--- config.mk ---
export PLATFORM = sky130hd
export DESIGN_NAME = mem_ctrl
export DESIGN_NICKNAME = d
export VERILOG_FILES = /design/src/rtl/mem_ctrl_pkg.sv /design/src/rtl/mem_ctrl.sv
export SDC_FILE = /design/constraint.sdc
export NUM_CORES = 1
export LEC_CHECK = 0
export BUFFER_PORTS_ARGS = -buffer_cell sky130_fd_sc_hd__buf_4
export CAP_MARGIN = 40
export CELL_PAD_IN_SITES_DETAIL_PLACEMENT = 1
export CELL_PAD_IN_SITES_GLOBAL_PLACEMENT = 1
export CORE_ASPECT_RATIO = 2
export CORE_MARGIN = 5
export CORE_UTILIZATION = 37
export CTS_CLUSTER_SIZE = 12
export DETAILED_ROUTE_END_ITERATION = 16
export PLACE_DENSITY_LB_ADDON = 0.12
export SETUP_SLACK_MARGIN = 0.02
export SLEW_MARGIN = 20
export SYNTH_ARGS = -nofsm -noshare
export SYNTH_HDL_FRONTEND = slang
export SYNTH_SLANG_ARGS = --single-unit
--- constraint.sdc ---
create_clock -name clk -period 3 [get_ports clk]
set_input_delay 0.3 -clock clk [delete_from_list [all_inputs] [get_ports clk]]
set_output_delay 0.3 -clock clk [all_outputs]
set_load 0.01 [all_outputs]
--- src/rtl/mem_ctrl_pkg.sv ---
// mem_ctrl_pkg: shared widths, access-type encodings, FSM state encoding and
// small helpers for the byte-wide memory controller.
package mem_ctrl_pkg;

  localparam int ADDR_WIDTH = 32;
  localparam int DATA_WIDTH = 32;

  // Access size encodings carried on lsb_d_type_in.
  localparam logic [1:0] MEM_NONE = 2'b00;
  localparam logic [1:0] MEM_B    = 2'b01;
  localparam logic [1:0] MEM_H    = 2'b10;
  localparam logic [1:0] MEM_W    = 2'b11;

  // Address bits [17:16] == 2'b11 select the IO region (UART behind a buffer).
  localparam int         IO_SEL_HI = 17;
  localparam int         IO_SEL_LO = 16;
  localparam logic [1:0] IO_REGION = 2'b11;

  typedef enum logic [1:0] {
    ST_IDLE  = 2'd0,
    ST_READ  = 2'd1,
    ST_WRITE = 2'd2
  } state_e;

  typedef enum logic {
    OWN_LSB = 1'b0,
    OWN_IF  = 1'b1
  } owner_e;

  // One load/store request as presented by the LSB.
  typedef struct packed {
    logic                  rw;
    logic [1:0]            d_type;
    logic [ADDR_WIDTH-1:0] addr;
    logic [DATA_WIDTH-1:0] data;
  } lsb_req_t;

  // Number of byte transfers for an access size.
  function automatic logic [2:0] byte_count(input logic [1:0] d_type);
    logic [2:0] n;
    case (d_type)
      MEM_B:   n = 3'd1;
      MEM_H:   n = 3'd2;
      MEM_W:   n = 3'd4;
      default: n = 3'd0;
    endcase
    return n;
  endfunction

  // True when the address falls in the IO region.
  function automatic logic is_io(input logic [ADDR_WIDTH-1:0] addr);
    return addr[IO_SEL_HI:IO_SEL_LO] == IO_REGION;
  endfunction

endpackage

--- src/rtl/mem_ctrl.sv ---
// mem_ctrl: serves LSB loads/stores and instruction fetches over a byte-wide
// RAM/IO bus. Each access is split into byte transfers at base+k; load bytes
// are reassembled little-endian and returned with a one-cycle pulse.
//
// Handshake: a request from the LSB is a nonzero lsb_d_type_in held for exactly
// one cycle (with rw/addr/data valid in that cycle); it is always accepted,
// either started directly from IDLE or parked in a one-entry pending latch.
// Completion is a registered one-cycle pulse (lsb_din_en_out for loads with
// lsb_din_out valid, lsb_w_done_out for stores). Instruction fetch holds
// if_en_in as a level until it sees the one-cycle if_done_out pulse with
// if_data_out valid; if_en_in is ignored in the pulse cycle itself.
module mem_ctrl
  import mem_ctrl_pkg::*;
(
  input  logic                  clk,
  input  logic                  rst_in,
  input  logic                  rdy_in,
  input  logic                  roll_back,
  input  logic                  lsb_rw_in,
  input  logic [1:0]            lsb_d_type_in,
  input  logic [ADDR_WIDTH-1:0] lsb_addr_in,
  input  logic [DATA_WIDTH-1:0] lsb_data_in,
  output logic                  lsb_din_en_out,
  output logic [DATA_WIDTH-1:0] lsb_din_out,
  output logic                  lsb_w_done_out,
  input  logic                  if_en_in,
  input  logic [ADDR_WIDTH-1:0] if_addr_in,
  output logic                  if_done_out,
  output logic [DATA_WIDTH-1:0] if_data_out,
  input  logic [7:0]            mem_din,
  output logic [7:0]            mem_dout,
  output logic [ADDR_WIDTH-1:0] mem_a,
  output logic                  mem_wr,
  input  logic                  io_buffer_full,
  output logic [1:0]            dbg_state
);

  state_e                state_q, state_d;
  logic [ADDR_WIDTH-1:0] base_q;
  logic [2:0]            n_q;
  logic [2:0]            k_q;
  logic [DATA_WIDTH-1:0] asm_q;
  logic [DATA_WIDTH-1:0] wdata_q;
  owner_e                owner_q;
  logic                  pend_valid_q;
  lsb_req_t              pend_q;

  logic                  din_en_q;
  logic [DATA_WIDTH-1:0] din_q;
  logic                  w_done_q;
  logic                  if_done_q;
  logic [DATA_WIDTH-1:0] if_data_q;

  lsb_req_t              cur_req;
  lsb_req_t              lsb_sel;
  logic                  new_req;
  logic                  idle;
  logic                  lsb_avail;
  logic                  start_lsb;
  logic                  start_if;
  logic                  io_stall;
  logic                  rd_last;
  logic                  wr_fire;
  logic                  wr_last;
  logic [2:0]            cap_idx;
  logic [2:0]            rd_idx;
  logic [DATA_WIDTH-1:0] rd_word;
  logic [7:0]            wr_byte;

  assign cur_req   = {lsb_rw_in, lsb_d_type_in, lsb_addr_in, lsb_data_in};
  assign new_req   = (lsb_d_type_in != MEM_NONE);
  assign idle      = (state_q == ST_IDLE);
  // A parked request always wins over a new pulse; both cannot coexist.
  assign lsb_sel   = pend_valid_q ? pend_q : cur_req;
  assign lsb_avail = pend_valid_q | new_req;
  // Rollback drops loads but never stores.
  assign start_lsb = rdy_in & idle & lsb_avail & ~(roll_back & ~lsb_sel.rw);
  assign start_if  = rdy_in & idle & ~lsb_avail & if_en_in & ~if_done_q & ~roll_back;

  assign io_stall  = (state_q == ST_WRITE) & is_io(base_q) & io_buffer_full;
  assign rd_last   = (state_q == ST_READ) & (k_q == n_q);
  assign wr_fire   = (state_q == ST_WRITE) & rdy_in & ~io_stall;
  assign wr_last   = wr_fire & (k_q == (n_q - 3'd1));
  // In READ, mem_din carries the byte addressed one cycle earlier, i.e. k-1.
  assign cap_idx   = k_q - 3'd1;
  assign wr_byte   = wdata_q[{k_q[1:0], 3'b000} +: 8];

  // Read address index: the next byte normally; while frozen (or after the last
  // address) keep presenting the first uncaptured byte so mem_din is valid for
  // it on the first cycle after resuming.
  always_comb begin
    rd_idx = k_q;
    if (!rdy_in || (k_q == n_q)) begin
      rd_idx = (k_q == 3'd0) ? 3'd0 : cap_idx;
    end
  end

  // Merge the byte currently on mem_din into its lane of the assembly register.
  always_comb begin
    rd_word = asm_q;
    for (int i = 0; i < 4; i++) begin
      if ((k_q != 3'd0) && (cap_idx == 3'(i))) begin
        rd_word[8*i +: 8] = mem_din;
      end
    end
  end

  // State register.
  always_ff @(posedge clk) begin
    if (rst_in) begin
      state_q <= ST_IDLE;
    end else begin
      state_q <= state_d;
    end
  end

  // Next-state logic; everything holds while rdy_in is low.
  always_comb begin
    state_d = state_q;
    if (rdy_in) begin
      case (state_q)
        ST_IDLE: begin
          if (start_lsb) begin
            state_d = lsb_sel.rw ? ST_WRITE : ST_READ;
          end else if (start_if) begin
            state_d = ST_READ;
          end
        end
        ST_READ: begin
          if (roll_back || rd_last) begin
            state_d = ST_IDLE;
          end
        end
        ST_WRITE: begin
          if (wr_last) begin
            state_d = ST_IDLE;
          end
        end
        default: state_d = ST_IDLE;
      endcase
    end
  end

  // Bus outputs decoded from the current state and byte index.
  always_comb begin
    mem_a    = '0;
    mem_dout = '0;
    mem_wr   = 1'b0;
    if (!rst_in) begin
      case (state_q)
        ST_READ: begin
          mem_a = base_q + {{(ADDR_WIDTH-3){1'b0}}, rd_idx};
        end
        ST_WRITE: begin
          mem_a    = base_q + {{(ADDR_WIDTH-3){1'b0}}, k_q};
          mem_dout = wr_byte;
          mem_wr   = rdy_in & ~io_stall;
        end
        default: begin
          mem_a = '0;
        end
      endcase
    end
  end

  // Access registers, pending latch, byte assembly and completion pulses.
  always_ff @(posedge clk) begin
    if (rst_in) begin
      base_q       <= '0;
      n_q          <= '0;
      k_q          <= '0;
      asm_q        <= '0;
      wdata_q      <= '0;
      owner_q      <= OWN_LSB;
      pend_valid_q <= 1'b0;
      pend_q       <= '0;
      din_en_q     <= 1'b0;
      din_q        <= '0;
      w_done_q     <= 1'b0;
      if_done_q    <= 1'b0;
      if_data_q    <= '0;
    end else begin
      din_en_q  <= 1'b0;
      w_done_q  <= 1'b0;
      if_done_q <= 1'b0;

      // Park a request that cannot start this cycle; drop parked loads on rollback.
      if (new_req && (!rdy_in || !idle) && !(rdy_in && roll_back && !lsb_rw_in)) begin
        pend_valid_q <= 1'b1;
        pend_q       <= cur_req;
      end else if (rdy_in && pend_valid_q && (start_lsb || (roll_back && !pend_q.rw))) begin
        pend_valid_q <= 1'b0;
      end

      if (rdy_in) begin
        if (start_lsb) begin
          base_q  <= lsb_sel.addr;
          n_q     <= byte_count(lsb_sel.d_type);
          k_q     <= 3'd0;
          wdata_q <= lsb_sel.data;
          asm_q   <= '0;
          owner_q <= OWN_LSB;
        end else if (start_if) begin
          base_q  <= if_addr_in;
          n_q     <= 3'd4;
          k_q     <= 3'd0;
          asm_q   <= '0;
          owner_q <= OWN_IF;
        end

        if ((state_q == ST_READ) && !roll_back) begin
          if (k_q != 3'd0) begin
            asm_q <= rd_word;
          end
          if (rd_last) begin
            if (owner_q == OWN_LSB) begin
              din_en_q <= 1'b1;
              din_q    <= rd_word;
            end else begin
              if_done_q <= 1'b1;
              if_data_q <= rd_word;
            end
          end else begin
            k_q <= k_q + 3'd1;
          end
        end

        if (wr_fire) begin
          k_q <= k_q + 3'd1;
          if (wr_last) begin
            w_done_q <= 1'b1;
          end
        end
      end
    end
  end

  assign lsb_din_en_out = din_en_q;
  assign lsb_din_out    = din_q;
  assign lsb_w_done_out = w_done_q;
  assign if_done_out    = if_done_q;
  assign if_data_out    = if_data_q;
  assign dbg_state      = state_q;

endmodule
==> flow_summary.toml <==
[detailed_routing]
drc_errors = 0
vias = 10100
drtPass1Iterations = 4
wl_um = 36100
vias_per_cell = 5.33
wl_per_cell_um = 19.0
postRouteAntennaNets = 0
drt_iter0_markers = 432

[yosys]
synth_ff_type = "dfxtp_1"
synthesis.nets = 1449
ys_ff_latch = 240
synth_warnings = 0
async_reset_ff_share_pct = 0
synth_edf_count = 0
syn-mean-instance-area_um2 = 8.45
synth-seq-area-share_pct = 43.0
syn_inst = 1321
ys_types = 61
synth_area_um2 = 11200

[die]
pin_count = 223
core-area_um2 = 30000
row_count = 90
start_util_pct = 37.3
dieArea_um2 = 34000
die_h_um = 256
dieWidth_um = 133

[timing]
clock_skew_ps = 15.4
setup_violations = 30
hold_viol = 0
timing.fmax_mhz = 288
setup_slack_ps = -470
drv_slew = 0
maxSlewHeadroom_pct = 50.9
worst_slew_pin_slew_ps = 736
fin_crit_sh_pct = 116
hold_slack_ps = 15.8
grt_setup_unrepaired = "yes"
period_needed_ps = 3470
setup_tns_ps = -10550

[setup_path]
critPathMaxFanout = 6
setup.worst_path.end_class = "primary output"
crit_path_max_incr_delay_ps = 390
critPathKind = "reg -> out"
crit_start = "k_q[0]$_SDFFE_PP0P_"
crit_slowest_cell = "dfxtp_4"
reg2reg_from = "dbg_state[1]$_SDFFE_PP0P_"
worst_ep_required_time_ps = 2700
cp_num_buf_inv = 2
crit_chain = "xnor2_4, nand3b_4, a21o_4, o22a_1, ha_4, a21o_1, nor4b_4, buf_6, nand3_2, xor2_1, nor2_1, buf_4"
critical_path.top_delay_family = "compound AO/OA/AOI/OAI gates"
start_kind = "flop"
arrival_ps = 3170

[grt]
antenna_found_initial = 0
grt_pass1_wl_um = 57800
grtUsageTotal_pct = 20.7
grt_pass1_vias = 10700
grt_max_degree = 137
overflow = 0

[power_and_ir_drop]
powerDensity_nw_per_um2 = 531
ir_drop_mv = 0.437
leakage_nw = 5.36

[finish]
syn_to_final_growth_pct = 27.9
drive_gt1_share_pct = 24.4
final_util_pct = 47.7
num_antenna_cells = 0
fillers = 3549
nNetsFinal = 1646

[clock_network]
numCtsBuffers = 25
clockRootBuffer = "clkbuf_16"
cts_tree = "done"
cts_htree_levels = 1
clock_path_buffers = 3
path_clk_slew_ps = 70
cts.sink_count = 240
worstSkewPairLatency_ps = 540

[run_status]
failed_checks = "setup timing"
status = "finished with violations"

[place]
portBuffers = 222
gp_routability_congestion = 0.828
dpl.hpwl_um = 25500

[min_path]
hold_start = "lsb_addr_in[6]"
worstHoldPathType = "in -> reg"

[run]
maxCapViolations = 0
[state kept, by name, summed over array words and instances (netlist names)]
register and cells:
pend_q 67, asm_q 32, base_q 32, if_data_out 32, lsb_din_out 32, wdata_q 32
k_q 3, n_q 3, dbg_state 2, if_done_out 1, lsb_din_en_out 1, lsb_w_done_out 1
owner_q 1, pend_valid_q 1
[path summary, 6_finish.rpt]
| check | end | slack [ps] | depth (start not counted) |
|---|---|---|---|
| max | mem_a[22] | -470 | 12 |
| min | pend_q[38]$_SDFFE_PP0P_ | 20 | 3 |
| max reg2reg | wdata_q[14]$_SDFFE_PP0P_ | 520 | 8 |
| min reg2reg | pend_q[59]$_SDFFE_PP0P_ | 450 | 2 |
[placed cells by master, fill, tap and decap left out, types with 8 or more instances in the layout]
| cell | count |
|---|---|
| and3_1 | 11 |
| xor2_1 | 13 |
| nand3_1 | 45 |
| buf_4 | 266 |
| xnor2_1 | 12 |
| nor2_1 | 132 |
| nand4_1 | 8 |
| a211oi_1 | 98 |
| ha_1 | 8 |
| nand2_1 | 253 |
| o211ai_1 | 33 |
| mux2i_1 | 99 |
| dfxtp_1 | 234 |
| inv_1 | 11 |
| clkbuf_16 | 25 |
| a21oi_1 | 139 |
[where the power goes]
group / switching [mW] / internal (mW)
Clock: 1.26 / 1.59
Sequential: 0.148 / 3.37
Combinational: 0.688 / 0.518
[layer usage]
| metal | track usage (%) | share of wire, % |
|---|---|---|
| met1 | 26.1 | 43 |
| met2 | 36.7 | 52 |
| met3 | 3.05 | 4.2 |
| met4 | 5.38 | 1.6 |
| met5 | 0 | 0 |
[Yosys cell counts (all sizes together) (2+ instances only)]
cell    count  share of area (%)
nor4b       5               0.53
and3       11               0.62
or3b        2               0.16
and2        7               0.39
mux4        8                1.6
mux2        2               0.20
and4        2               0.16
a31oi       2               0.11
xor2       14                1.1
or3         4               0.22
o211ai     33                2.2
a21o        4               0.27
nand2     257                8.7
buf        51                2.3
nor3        8               0.71
nor2b       2               0.11
ha         14                1.6
dfxtp     240                 43
inv        12               0.40
a21oi     141                6.4
nor3b       5               0.34
o21ai       8               0.36
mux2i      99                8.9
nor2      132                4.4
nand3      48                2.2
clkbuf     59                2.0
nand3b      2               0.25
o21a        3               0.20
xnor2      16                1.3
nor4        5               0.28
a211oi     98                6.6
nand2b      4               0.29
nand4       9               0.56
[area by class of cell]
cell class,count,area [um2],area share [%]
clock buffer,35,693,4.85
sequential,240,4820,33.7
multi-input combinational,959,6010,42.1
clock inverter,4,26.3,0.184
tap,368,460,3.22
inverter,12,47.5,0.333
timing repair buffer,280,2230,15.6
[worst reg2reg max path: cells and delay by family, from the launching register on]
family | cells | cell delay, ps
flip-flops | 1 | 320
AO/OA/AOI/OAI | 2 | 820
buffers and inverters | 3 | 550
AND/OR/NAND/NOR | 2 | 300
adder cells (fa/ha/maj) | 1 | 390
[repair_timing]
action | 4_1_cts | 5_1_grt
buffers inserted | 8 | 3
endpoints found under the setup margin | 30 | 30
cloned | 1 | 0
hold buffers | 0 | 0
endpoints found under the hold margin | 0 | 0
resized for setup | 32 | 6
pin swaps | 19 | 4
[cells by family after synthesis]
kind of cell,count (synthesis),synth area share [%]
AO/OA/AOI/OAI,298,17.2
XOR/XNOR,30,2.42
adder cells (fa/ha/maj),15,1.75
buffers and inverters,122,4.66
flip-flops,240,43.0
multiplexers,109,10.7
AND/OR/NAND/NOR,507,20.2
[per-stage QoR]
stage	setup slack (ps)	instance area, um2	total power [mW]	cells
after floorplan	23.2	11200	4.30	1321
after global placement	-191	13300	4.72	1846
after detailed placement	-276	13300	4.79	1848
after CTS	-492	14200	7.70	1895
after global routing	-672	14300	7.94	1898
final	-470	14300	7.59	1898
Power figures use the tool's default switching activity.
